$ cat config.mk
export PLATFORM = sky130hd
export DESIGN_NAME = serial_subtractor
export DESIGN_NICKNAME = d
export VERILOG_FILES = /design/src/rtl/serial_subtractor_pkg.sv /design/src/rtl/serial_subtractor_digit_subt.sv /design/src/rtl/serial_subtractor.sv
export SDC_FILE = /design/constraint.sdc
export NUM_CORES = 1
export LEC_CHECK = 0
export CORE_UTILIZATION = 25
export CTS_BUF_LIST = sky130_fd_sc_hd__clkbuf_16
export DETAILED_ROUTE_END_ITERATION = 16
export PLACE_DENSITY_LB_ADDON = 0.15
export SKIP_CTS_REPAIR_TIMING = 1
export SYNTH_ARGS = -nofsm -noshare
export SYNTH_HDL_FRONTEND = slang
export SYNTH_HIERARCHICAL = 1
export SYNTH_SLANG_ARGS = --single-unit
$ cat constraint.sdc
create_clock -name i_clk -period 1.5 [get_ports i_clk]
set_clock_uncertainty 0.05 [all_clocks]
set_input_delay 0.45 -clock i_clk [delete_from_list [all_inputs] [get_ports i_clk]]
set_output_delay 0.45 -clock i_clk [all_outputs]
set_load 0.01 [all_outputs]
$ cat src/rtl/serial_subtractor_pkg.sv
// Shared types and helpers for the digit-serial subtractor.
package serial_subtractor_pkg;

    typedef enum logic [1:0] {
        IDLE = 2'd0,
        RUN  = 2'd1,
        DONE = 2'd2
    } state_t;

    // The counter must also hold NCYC itself, the finalize step after the last digit.
    function automatic int cnt_width(input int ncyc);
        return $clog2(ncyc + 1);
    endfunction

endpackage

$ cat src/rtl/serial_subtractor_digit_subt.sv
// Combinational DIGIT-bit ripple-borrow subtractor made of two half-subtractor cells per bit.
module digit_subt
    import serial_subtractor_pkg::*;
#(
    parameter int DIGIT = 2
) (
    input  logic [DIGIT-1:0] i_a,
    input  logic [DIGIT-1:0] i_b,
    input  logic             i_bin,
    output logic [DIGIT-1:0] o_diff,
    output logic             o_bout
);

    logic [DIGIT:0]   w_bor;
    logic [DIGIT-1:0] w_hd;
    logic [DIGIT-1:0] w_hb;
    logic [DIGIT-1:0] w_fb;

    assign w_bor[0] = i_bin;

    genvar gi;
    generate
        for (gi = 0; gi < DIGIT; gi++) begin : g_bit
            // First cell: a - b; second cell: that partial difference minus the incoming borrow.
            assign w_hd[gi]      = i_a[gi] ^ i_b[gi];
            assign w_hb[gi]      = ~i_a[gi] & i_b[gi];
            assign o_diff[gi]    = w_hd[gi] ^ w_bor[gi];
            assign w_fb[gi]      = ~w_hd[gi] & w_bor[gi];
            assign w_bor[gi + 1] = w_hb[gi] | w_fb[gi];
        end
    endgenerate

    assign o_bout = w_bor[DIGIT];

endmodule

$ cat src/rtl/serial_subtractor.sv
// Multi-cycle WIDTH-bit subtractor, DIGIT bits per cycle LSB first, valid/ready on both sides.
module serial_subtractor
    import serial_subtractor_pkg::*;
#(
    parameter int WIDTH = 8,
    parameter int DIGIT = 2
) (
    input  logic             i_clk,
    input  logic             i_rst,
    input  logic             i_valid,
    output logic             o_ready,
    input  logic [WIDTH-1:0] i_a,
    input  logic [WIDTH-1:0] i_b,
    input  logic             i_bin,
    output logic             o_valid,
    input  logic             i_ready,
    output logic [WIDTH-1:0] o_diff,
    output logic             o_borrow,
    output logic             o_ovf
);

    localparam int NCYC = WIDTH / DIGIT;
    localparam int CW   = cnt_width(NCYC);

    generate
        if (WIDTH < 2 || DIGIT < 1 || (WIDTH % DIGIT) != 0) begin : g_param_check
            $error("serial_subtractor: WIDTH must be >= 2 and a multiple of DIGIT");
        end
    endgenerate

    state_t           r_state;
    state_t           w_state_next;
    logic [CW-1:0]    r_cnt;
    logic [WIDTH-1:0] r_a;
    logic [WIDTH-1:0] r_b;
    logic             r_a_msb;
    logic             r_b_msb;
    logic             r_bor;
    logic [WIDTH-1:0] r_diff;
    logic             r_bout;
    logic             r_ovf;
    logic [DIGIT-1:0] w_dig_diff;
    logic             w_dig_bout;
    logic [WIDTH-1:0] w_diff_shift;
    logic             w_fin;

    digit_subt #(.DIGIT(DIGIT)) u_digit (
        .i_a    (r_a[DIGIT-1:0]),
        .i_b    (r_b[DIGIT-1:0]),
        .i_bin  (r_bor),
        .o_diff (w_dig_diff),
        .o_bout (w_dig_bout)
    );

    // New digits enter at the top so the first (least significant) digit ends up at bit 0.
    generate
        if (NCYC == 1) begin : g_single
            assign w_diff_shift = w_dig_diff;
        end else begin : g_multi
            assign w_diff_shift = {w_dig_diff, r_diff[WIDTH-1:DIGIT]};
        end
    endgenerate

    assign w_fin = (r_cnt == CW'(NCYC));

    always_ff @(posedge i_clk) begin
        if (i_rst) begin
            r_state <= IDLE;
        end else begin
            r_state <= w_state_next;
        end
    end

    always_comb begin
        w_state_next = r_state;
        case (r_state)
            IDLE:    if (i_valid) w_state_next = RUN;
            RUN:     if (w_fin)   w_state_next = DONE;
            DONE:    if (i_ready) w_state_next = IDLE;
            default: w_state_next = IDLE;
        endcase
    end

    always_comb begin
        o_ready = 1'b0;
        o_valid = 1'b0;
        case (r_state)
            IDLE:    o_ready = 1'b1;
            DONE:    o_valid = 1'b1;
            default: ;
        endcase
    end

    always_ff @(posedge i_clk) begin
        if (i_rst) begin
            r_cnt   <= '0;
            r_a     <= '0;
            r_b     <= '0;
            r_a_msb <= 1'b0;
            r_b_msb <= 1'b0;
            r_bor   <= 1'b0;
            r_diff  <= '0;
            r_bout  <= 1'b0;
            r_ovf   <= 1'b0;
        end else begin
            case (r_state)
                IDLE: begin
                    if (i_valid) begin
                        r_a     <= i_a;
                        r_b     <= i_b;
                        r_a_msb <= i_a[WIDTH-1];
                        r_b_msb <= i_b[WIDTH-1];
                        r_bor   <= i_bin;
                        r_cnt   <= '0;
                    end
                end
                RUN: begin
                    if (w_fin) begin
                        // Flags are published once the whole difference is assembled.
                        r_cnt  <= '0;
                        r_bout <= r_bor;
                        r_ovf  <= (r_a_msb != r_b_msb) && (r_diff[WIDTH-1] != r_a_msb);
                    end else begin
                        r_a    <= r_a >> DIGIT;
                        r_b    <= r_b >> DIGIT;
                        r_bor  <= w_dig_bout;
                        r_diff <= w_diff_shift;
                        r_cnt  <= r_cnt + CW'(1);
                    end
                end
                default: ;
            endcase
        end
    end

    assign o_diff   = r_diff;
    assign o_borrow = r_bout;
    assign o_ovf    = r_ovf;

endmodule

## After elaboration in Yosys (flattened, before gate mapping)

Cells that the tools add are included.

- Output and inout bits: 12
- Bits of input ports: 21
- Bits in registers: 34

- Mux-type cells: 18
- Equality and inequality tests: 9
- Add/sub/neg operators: 1
- Bitwise logic cells: 15
- Reduce and logical (&&, ||, !) cells: 9

Operators with widths:

| kind | count |
|---|---|
| 8-bit 2-to-1 mux | 4 |
| 8-bit case mux with 2 select lines | 2 |
| 2-bit inequality test (second input constant) | 4 |
| 2-bit AND reduction | 4 |
| 2-bit 2-to-1 mux | 3 |
| 3-bit 2-to-1 mux | 2 |
| 2-bit case mux with 3 select lines | 1 |
| 3-bit case mux with 2 select lines | 1 |
| 3-bit AND reduction | 2 |
| 1-bit inverter | 5 |
| 1-bit bitwise AND | 4 |
| 1-bit 2-to-1 mux | 4 |
| 1-bit XOR | 4 |
| 3-bit by 1-bit adder with 3-bit output (second input constant) | 1 |
| 3-bit equality test (second input constant) | 1 |
| 2-bit by 1-bit equality test with 1-bit output (second input constant) | 1 |
| 2-bit equality test (second input constant) | 1 |
| 2-bit logical NOT | 1 |
| 1-bit inequality test | 2 |
| 1-bit bitwise OR | 2 |
| 1-bit case mux with 2 select lines | 1 |
| 2-bit nonzero test | 1 |
| 1-bit logical AND | 1 |

## Depth between registers and ports, before layout

Gate-level depths: netlist of run 1.

- Word-level depth: 8
- Gate-level depth with buffers: 7
- Gate-level depth less buffers: 7

## By module

The synthesis of run 1 kept the hierarchy.

By module, submodules not included:

| module | cells each | instances | sequential area each (um2) | area each (um2) |
|---|---|---|---|---|
| serial_subtractor | 138 | 1 | 680.7 | 1427.6 |
| digit_subt | 7 | 1 | 0.0 | 58.8 |

## Worst setup path after synthesis of run 1

Ideal clock, no wire load.

- Path type: reg-to-reg
- Start point: reg r_a[0]
- End point: reg r_diff[7] (netlist: o_diff[7])
- Arrival: 1337 ps
- Setup slack: -8 ps
- Stages on the path, launching flop included: 7
- Path buffers: 0
- Setup time: 121 ps
- Period minus slack after synthesis: 1508 ps
- Path through: dfxtp_1 > inv_1 > fa_1 > inv_1 > fa_1 > nand3_1 > a21oi_1

- Longest elaborated chain between the ends: 5

Ends and longest elaborated chain:

| item | line | source |
|---|---|---|
| start: declaration | serial_subtractor.sv:34 | `logic [WIDTH-1:0] r_a;` |
| start signal: assignment | serial_subtractor.sv:109 | `r_a <= i_a;` |
| start signal: assignment | serial_subtractor.sv:124 | `r_a <= r_a >> DIGIT;` |
| 1-bit XOR | serial_subtractor_digit_subt.sv:25 | `assign w_hd[gi] = i_a[gi] ^ i_b[gi];` |
| 1-bit inverter | serial_subtractor_digit_subt.sv:28 | `assign w_fb[gi] = ~w_hd[gi] & w_bor[gi];` |
| 1-bit bitwise AND | serial_subtractor_digit_subt.sv:28 |  |
| 1-bit bitwise OR * | serial_subtractor_digit_subt.sv:29 | `assign w_bor[gi + 1] = w_hb[gi] \| w_fb[gi];` |
| 1-bit XOR * | serial_subtractor_digit_subt.sv:27 | `assign o_diff[gi] = w_hd[gi] ^ w_bor[gi];` |
| net w_dig_diff[1] | serial_subtractor.sv:42 | `logic [DIGIT-1:0] w_dig_diff;` |
| end signal: assignment | serial_subtractor.sv:127 | `r_diff <= w_diff_shift;` |
| end: declaration | serial_subtractor.sv:39 | `logic [WIDTH-1:0] r_diff;` |

Mark *: on every way through the listed nets, which the timed path passes. The rest lies on a longest branch.
A chain may end at the register's enable or synchronous reset.

## Worst setup path after layout of run 1

- Start point: reg r_bor
- End point: reg r_diff[7] (netlist: o_diff[7])

- Longest elaborated chain between the ends: 3

Ends and longest elaborated chain:

| item | line | source |
|---|---|---|
| start: declaration | serial_subtractor.sv:38 | `logic r_bor;` |
| start signal: assignment | serial_subtractor.sv:113 | `r_bor <= i_bin;` |
| start signal: assignment | serial_subtractor.sv:126 | `r_bor <= w_dig_bout;` |
| 1-bit bitwise AND | serial_subtractor_digit_subt.sv:28 |  |
| 1-bit bitwise OR | serial_subtractor_digit_subt.sv:29 |  |
| 1-bit XOR | serial_subtractor_digit_subt.sv:27 |  |
| net w_dig_diff[1] | serial_subtractor.sv:42 |  |

The timed path passes the listed nets, and every way through them passes these cells.

==> metrics.md, run 1 <==
| Metric | Value |
|---|---|
| Pwr Total | `2.240 mW` |
| Port buffer count | `32` |
| Setup crit end kind | `flip-flop` |
| Vias per cell | `4.646` |
| Worst r2r src | `r_bor` |
| HPWL Detailed | `2.403 mm` |
| Final Slew Violations | `0` |
| Arrival @ worst endpoint | `1580 ps` |
| Yosys Warn Count | `6` |
| CTS tree | `yes` |
| Layout net count | `215` |
| Cell Count, Final, Fillers Out | `263` |
| Status | `finished, final reports clean` |
| Buffer and inverter count on the worst path | `1` |
| Slowest CP cell | `fa_1` |
| All-Layer GR Usage | `11.37%` |
| Syn_nets | `170` |
| First-pass GRT wire length | `5.368 mm` |
| Gpl congestion | `0.7692` |
| DR vias | `1222` |
| Post-Route WL | `3.273 mm` |
| Grt total ovfl | `0` |
| Area leader, netlist | `dfxtp_1` |
| Setup crit start | `r_bor` |
| Synth top area share | `45.79%` |
| Cell area after synthesis | `1486 um^2` |
| DRC violations left | `0` |
| Sw Pwr | `0.5107 mW` |
| Clock-pin slew on the worst setup and hold paths | `50 ps` |
| Setup-failing EPs final | `0` |
| Initial core utilization | `26.51%` |
| Worst stage delay on the critical path | `400 ps` |
| Drt pass-1 iters | `4` |
| Syn Area/Cell | `10.25 um^2` |
| EDFF count, synth | `0` |
| Antenna-violating nets left | `0` |
| Num CTS Buffers | `5` |
| Full die area | `6258 um^2` |
| Top-count cell post-synth | `dfxtp_1` |
| Critical Path RT | `1610 ps` |
| Setup tns final | `0 ps` |
| Worst hold start | `r_a[5]` |
| Register bit total from synthesis | `34` |
| Gate power share | `14.0%` |
| Cells after Synth | `145` |
| RSZ-0062 raised after global routing | `yes` |
| Skew-Pair Late Insertion Delay | `270 ps` |
| Clock power share | `42.0%` |
| Slew @ Worst Pin | `275.8 ps` |
| Net Sw Frac | `22.80%` |
| LEAKAGE | `1.050 nW` |
| Synth cell types | `32` |
| Overall die height | `79.11 um` |
| Post-layout min period | `1470 ps` |
| Most frequent cells after synthesis | `dfxtp_1, mux2i_1, a21oi_1, o2bb2ai_1` |
| Area contributors post-synth | `dfxtp_1, mux2i_1, o2bb2ai_1, a21oi_1, nand3_1` |
| Worst Path Max Fanout | `3` |
| Vias in the first global route | `1157` |
| Slew HR | `81.61%` |
| Routed len/inst | `12.44 um` |
| Crit path launch type | `flip-flop` |
| Initial antenna violation count | `0` |
| Path type of the worst min-delay path | `flip-flop to flip-flop` |
| CP Cell Sequence | `fa_2, inv_2, fa_1, nand3_1, a21oi_1` |
| Layout area overhead | `46.21%` |
| Die W | `79.11 um` |
| Max rail drop VDD | `585.7 uV` |
| Antenna Cells | `0` |
| Sink Count | `34` |
| Iteration-0 DRC Markers | `51` |
| Largest net degree at the start of global routing | `18` |
| CTS H-Tree Depth | `2` |
| Largest delay share family, worst path | `adder cells` |
| Row count | `27` |
| Total core area | `5608 um^2` |
| Clk buf depth | `2` |
| Maximum clock frequency | `680.1 MHz` |
| Sequential-to-total area share from yosys stat | `45.79%` |
| Hold Violations, Final | `0` |
| Num ports | `33` |
| Top_reg_cell synth | `dfxtp_1` |
| Max-cap viol count | `0` |
| Async set-or-reset flop fraction in the synthesized netlist | `0%` |
| WS Path Type | `flip-flop to flip-flop` |
| Sequential Power Share | `44.0%` |
| Pint | `1.729 mW` |
| Final Core Density | `38.76%` |
| Crit share post-route | `98.02%` |
| PD cells | `1031 nW/um^2` |
| Share of layout cells above drive strength 1 | `17.80%` |
| Placed insts | `255` |
| Clk root buf | `clkbuf_16` |
## registers in the layout, indices dropped and copies added (netlist names), 2 cells and up
name	count
r_a	8
o_diff	8
r_state	2
r_cnt	3
r_b	8
## path summary, 6_finish.rpt
kind / end / slack [ps] / cells after the start
max: o_diff[7] / 30 / 5
min: r_a[5] / 410 / 1
max reg2reg: o_diff[7] / 30 / 5
min reg2reg: r_a[5] / 410 / 1
## routing by layer
| layer | global-route usage (%) | vias up | routed length (um) |
|---|---|---|---|
| li1 | - | 616 | - |
| met1 | 14.55 | 570 | 1542 |
| met2 | 17.93 | 31 | 1556 |
| met3 | 3.333 | 5 | 138 |
| met4 | 4.364 | 0 | 35 |
| met5 | 0 | - | 0 |
## cells in the final DEF (no fill, tap or decap), types with 2 or more instances in the layout
cell type | synthesis | final
a21oi_1 | 12 | 12
clkbuf_16 | 0 | 5
buf_12 | 0 | 3
ha_1 | 2 | 2
o2bb2ai_1 | 12 | 12
nand3_1 | 9 | 8
inv_1 | 8 | 8
clkdlybuf4s50_1 | 0 | 19
a22o_1 | 4 | 4
nand2b_1 | 2 | 2
buf_4 | 1 | 12
nor2b_2 | 0 | 2
mux2i_1 | 16 | 16
o21ai_0 | 9 | 9
nor3b_1 | 2 | 2
dfxtp_1 | 34 | 32
dlymetal6s2s_1 | 0 | 12
dfxtp_2 | 0 | 2
nand2_1 | 2 | 2
nor2_1 | 6 | 6
## power groups by stage
stage          Clock (mW)  Sequential (mW)  Combinational (mW)
2_1_floorplan           0             1.00               0.165
3_5_place_dp            0             1.00               0.316
5_1_grt              1.03            0.991               0.349
6_report            0.940            0.986               0.313
4_1_cts             0.970            0.985               0.317
3_3_place_gp            0             1.00               0.310
## worst reg2reg max path, cell delays in order (launching register included)
cell and delay (ps):
dfxtp_2 330, fa_2 380, inv_2 60, fa_1 400, nand3_1 80, a21oi_1 60
## per-stage QoR
stage               hold slack (ps)  cell area [um^2]  worst slack, ps
finish                        410.0              2173            29.73
global route                  425.3              2173           -29.41
CTS                           411.2              2130           -352.1
detailed placement            399.4              1992           -265.0
global placement              400.6              1992           -239.7
floorplan                     381.7              1489            13.30
## final cells by class
cell class                      instances  area, um^2
Clock buffer                            5       125.1
Clock inverter                          3       12.51
Fill cell                             576        3435
Inverter                                8       30.03
Multi-Input combinational cell         94       737.0
Sequential cell                        34       683.2
Tap cell                               72       90.09
Timing Repair Buffer                   47       495.5
## logic make-up after synthesis
family,synth area share [%]
adders and majority gates,4.377
muxes,10.77
AOI/OAI and AO/OA,21.80
and+or+nand+nor,11.36
buffers and inverters,5.893
DFF,45.79
No activity file was read; power rests on OpenSTA's default activity.
==> inputs of run 2 (changes only) <==
Settings changed: GPL_TIMING_DRIVEN set to 0.
Clock period 1.5 ns to 1.2 ns, I/O delays scaled along.
==> run 2 against run 1 <==
Compared with the run above:
- the flow now finishes with violations (negative setup slack)
- die area stayed put
- count of clock-buffer cells in the layout stayed put
- clock power is 28% higher
==> metrics.md, run 2 (synthesized netlist as in run 1, its figures left out) <==
| Metric | Value |
|---|---|
| Status | `finished, violations left` |
| Failing checks | `negative setup slack` |
| Total core area | `5608 um^2 (unchanged)` |
| Gate power share | `16.4% (+2.4 points)` |
| All-Layer GR Usage | `11.75% (+0.38 points)` |
| WS Path Type | `flip-flop to flip-flop` |
| Num ports | `33 (unchanged)` |
| Max-cap viol count | `0 (unchanged)` |
| Grt total ovfl | `0 (unchanged)` |
| Drt pass-1 iters | `4 (unchanged)` |
| Net Sw Frac | `24.65% (+1.8 points)` |
| Post-layout min period | `1486 ps (+16.08 ps)` |
| DR vias | `1277 (+4.5%)` |
| Skew-Pair Late Insertion Delay | `270 ps (about the same)` |
| Clk root buf | `clkbuf_16` |
| Gpl congestion | `0.7206 (-6.3%)` |
| LEAKAGE | `0.9891 nW (-5.8%)` |
| Area taken by flip-flops and latches | `704.4 um^2 (+3.1%)` |
| Clock-pin slew on the worst setup and hold paths | `50 ps (about the same)` |
| CTS H-Tree Depth | `2 (unchanged)` |
| Initial core utilization | `26.51% (unchanged)` |
| Hold Violations, Final | `0 (unchanged)` |
| Vias per cell | `4.661 (+0.31%)` |
| Num CTS Buffers | `5 (unchanged)` |
| Clock power share | `41.1% (-0.9 points)` |
| Iteration-0 DRC Markers | `36 (-29%)` |
| Slew @ Worst Pin | `449.2 ps (+173.4 ps)` |
| Post-Route WL | `3.883 mm (+19%)` |
| Worst hold start | `i_rst` |
| Final Slew Violations | `0 (unchanged)` |
| Maximum clock frequency | `672.8 MHz (-1.1%)` |
| Crit share post-route | `123.9% (+26 points)` |
| Arrival @ worst endpoint | `1590 ps (about the same)` |
| R2r worst-path depth | `5 (unchanged)` |
| Leading cell type in the layout, fill and taps excluded | `dfxtp_1` |
| Antenna-violating nets left | `0 (unchanged)` |
| Crit path launch type | `flip-flop` |
| Setup crit end kind | `flip-flop` |
| First-pass GRT wire length | `5.492 mm (+2.3%)` |
| Layout area overhead | `58.75%` |
| Worst hold slack | `374.1 ps (-35.92 ps)` |
| Overall die height | `79.11 um (unchanged)` |
| Filler instances | `553 (-4.0%)` |
| RSZ-0062 raised after global routing | `yes` |
| Initial antenna violation count | `0 (unchanged)` |
| Die W | `79.11 um (unchanged)` |
| Slew HR | `70.05% (-12 points)` |
| Routed len/inst | `14.17 um (+14%)` |
| Setup crit start | `r_bor` |
| Sw Pwr | `0.7205 mW (+41%)` |
| Worst r2r src | `r_bor` |
| Largest net degree at the start of global routing | `11 (-7)` |
| Setup WS pre-CTS | `-670.1 ps (-405.1 ps)` |
| Path type of the worst min-delay path | `input pin to flip-flop` |
| Full die area | `6258 um^2 (unchanged)` |
| Worst Path Max Fanout | `3 (unchanged)` |
| Row count | `27 (unchanged)` |
| Max rail drop VDD | `758.0 uV (+29%)` |
| DRC violations left | `0 (unchanged)` |
| PD cells | `1239 nW/um^2 (+20%)` |
| Pint | `2.203 mW (+27%)` |
| Antenna Cells | `0 (unchanged)` |
| CTS tree | `yes` |
| Port buffer count | `31 (-3.1%)` |
| Layout net count | `227 (+5.6%)` |
| Sink Count | `34 (unchanged)` |
| Setup tns final | `-4634 ps (-4634 ps)` |
| Hold path cells | `2 (+1)` |
| Share of layout cells above drive strength 1 | `47.52% (+30 points)` |
| Clk buf depth | `2 (unchanged)` |
| Sequential Power Share | `42.5% (-1.5 points)` |
| HPWL Detailed | `2.423 mm (+0.82%)` |
| Most frequent cells in the layout | `dfxtp_1, clkdlybuf4s50_1, buf_6, mux2i_1, o2bb2ai_2` |
| Critical Path RT | `1300 ps (-310 ps)` |
| Post-route setup slack | `-286.4 ps (-316.1 ps)` |
| Vias in the first global route | `1146 (-0.95%)` |
| Setup-failing EPs final | `34 (+34)` |
| Multi-input gate area | `877.1 um^2 (+19%)` |
run 2: critical path: stages, from the launching register on:
cell	delay, ps
dfxtp_2	330
fa_2	380
inv_2	60
fa_1	410
nand3_1	80
a21oi_1	60
run 2: metal layers:
layer | GRT usage [%] | vias up | wire length, um
met5 | 0 | - | 0
met2 | 19.31 | 26 | 1905
met3 | 4.713 | 5 | 172
met4 | 3.818 | 0 | 36
met1 | 13.88 | 610 | 1769
li1 | - | 636 | -
run 2: power by group through the flow:
| stage | clock, mW | sequential, mW | combinational (mW) |
|---|---|---|---|
| 2_1_floorplan | 0 | 1.26 | 0.214 |
| 3_3_place_gp | 0 | 1.26 | 0.353 |
| 6_report | 1.20 | 1.24 | 0.480 |
| 4_1_cts | 1.22 | 1.24 | 0.358 |
| 5_1_grt | 1.29 | 1.25 | 0.525 |
| 3_5_place_dp | 0 | 1.26 | 0.356 |
run 2: layout make-up:
class | instances | share of cell area (%)
multi-input cells | 94 | 37.17
flip-flops and latches | 34 | 29.85
repair buffers | 50 | 18.72
clock buffers | 5 | 5.302
well taps | 72 | 3.818
plain buffers | 9 | 3.446
inverters | 8 | 1.273
clock inverters | 2 | 0.4242
run 2: stage by stage:
| stage | cells | utilization (%) | cell area (um^2) | power [mW] |
|---|---|---|---|---|
| after floorplan | 145 | - | 1516 | 1.469 |
| after global placement | 248 | 34.18 | 1917 | 1.614 |
| after detailed placement | 248 | 34.18 | 1917 | 1.618 |
| after CTS | 255 | 36.59 | 2052 | 2.817 |
| after global routing | 274 | 42.08 | 2360 | 3.066 |
| final | 274 | 42.08 | 2360 | 2.923 |
run 2: path summary, 6_finish.rpt:
path	endpoint	slack (ps)
worst max register to register	o_diff[7]	-290
worst max-delay path	o_diff[7]	-290
worst min-delay path	o_diff[7]	370
worst min register to register	r_cnt[0]	410
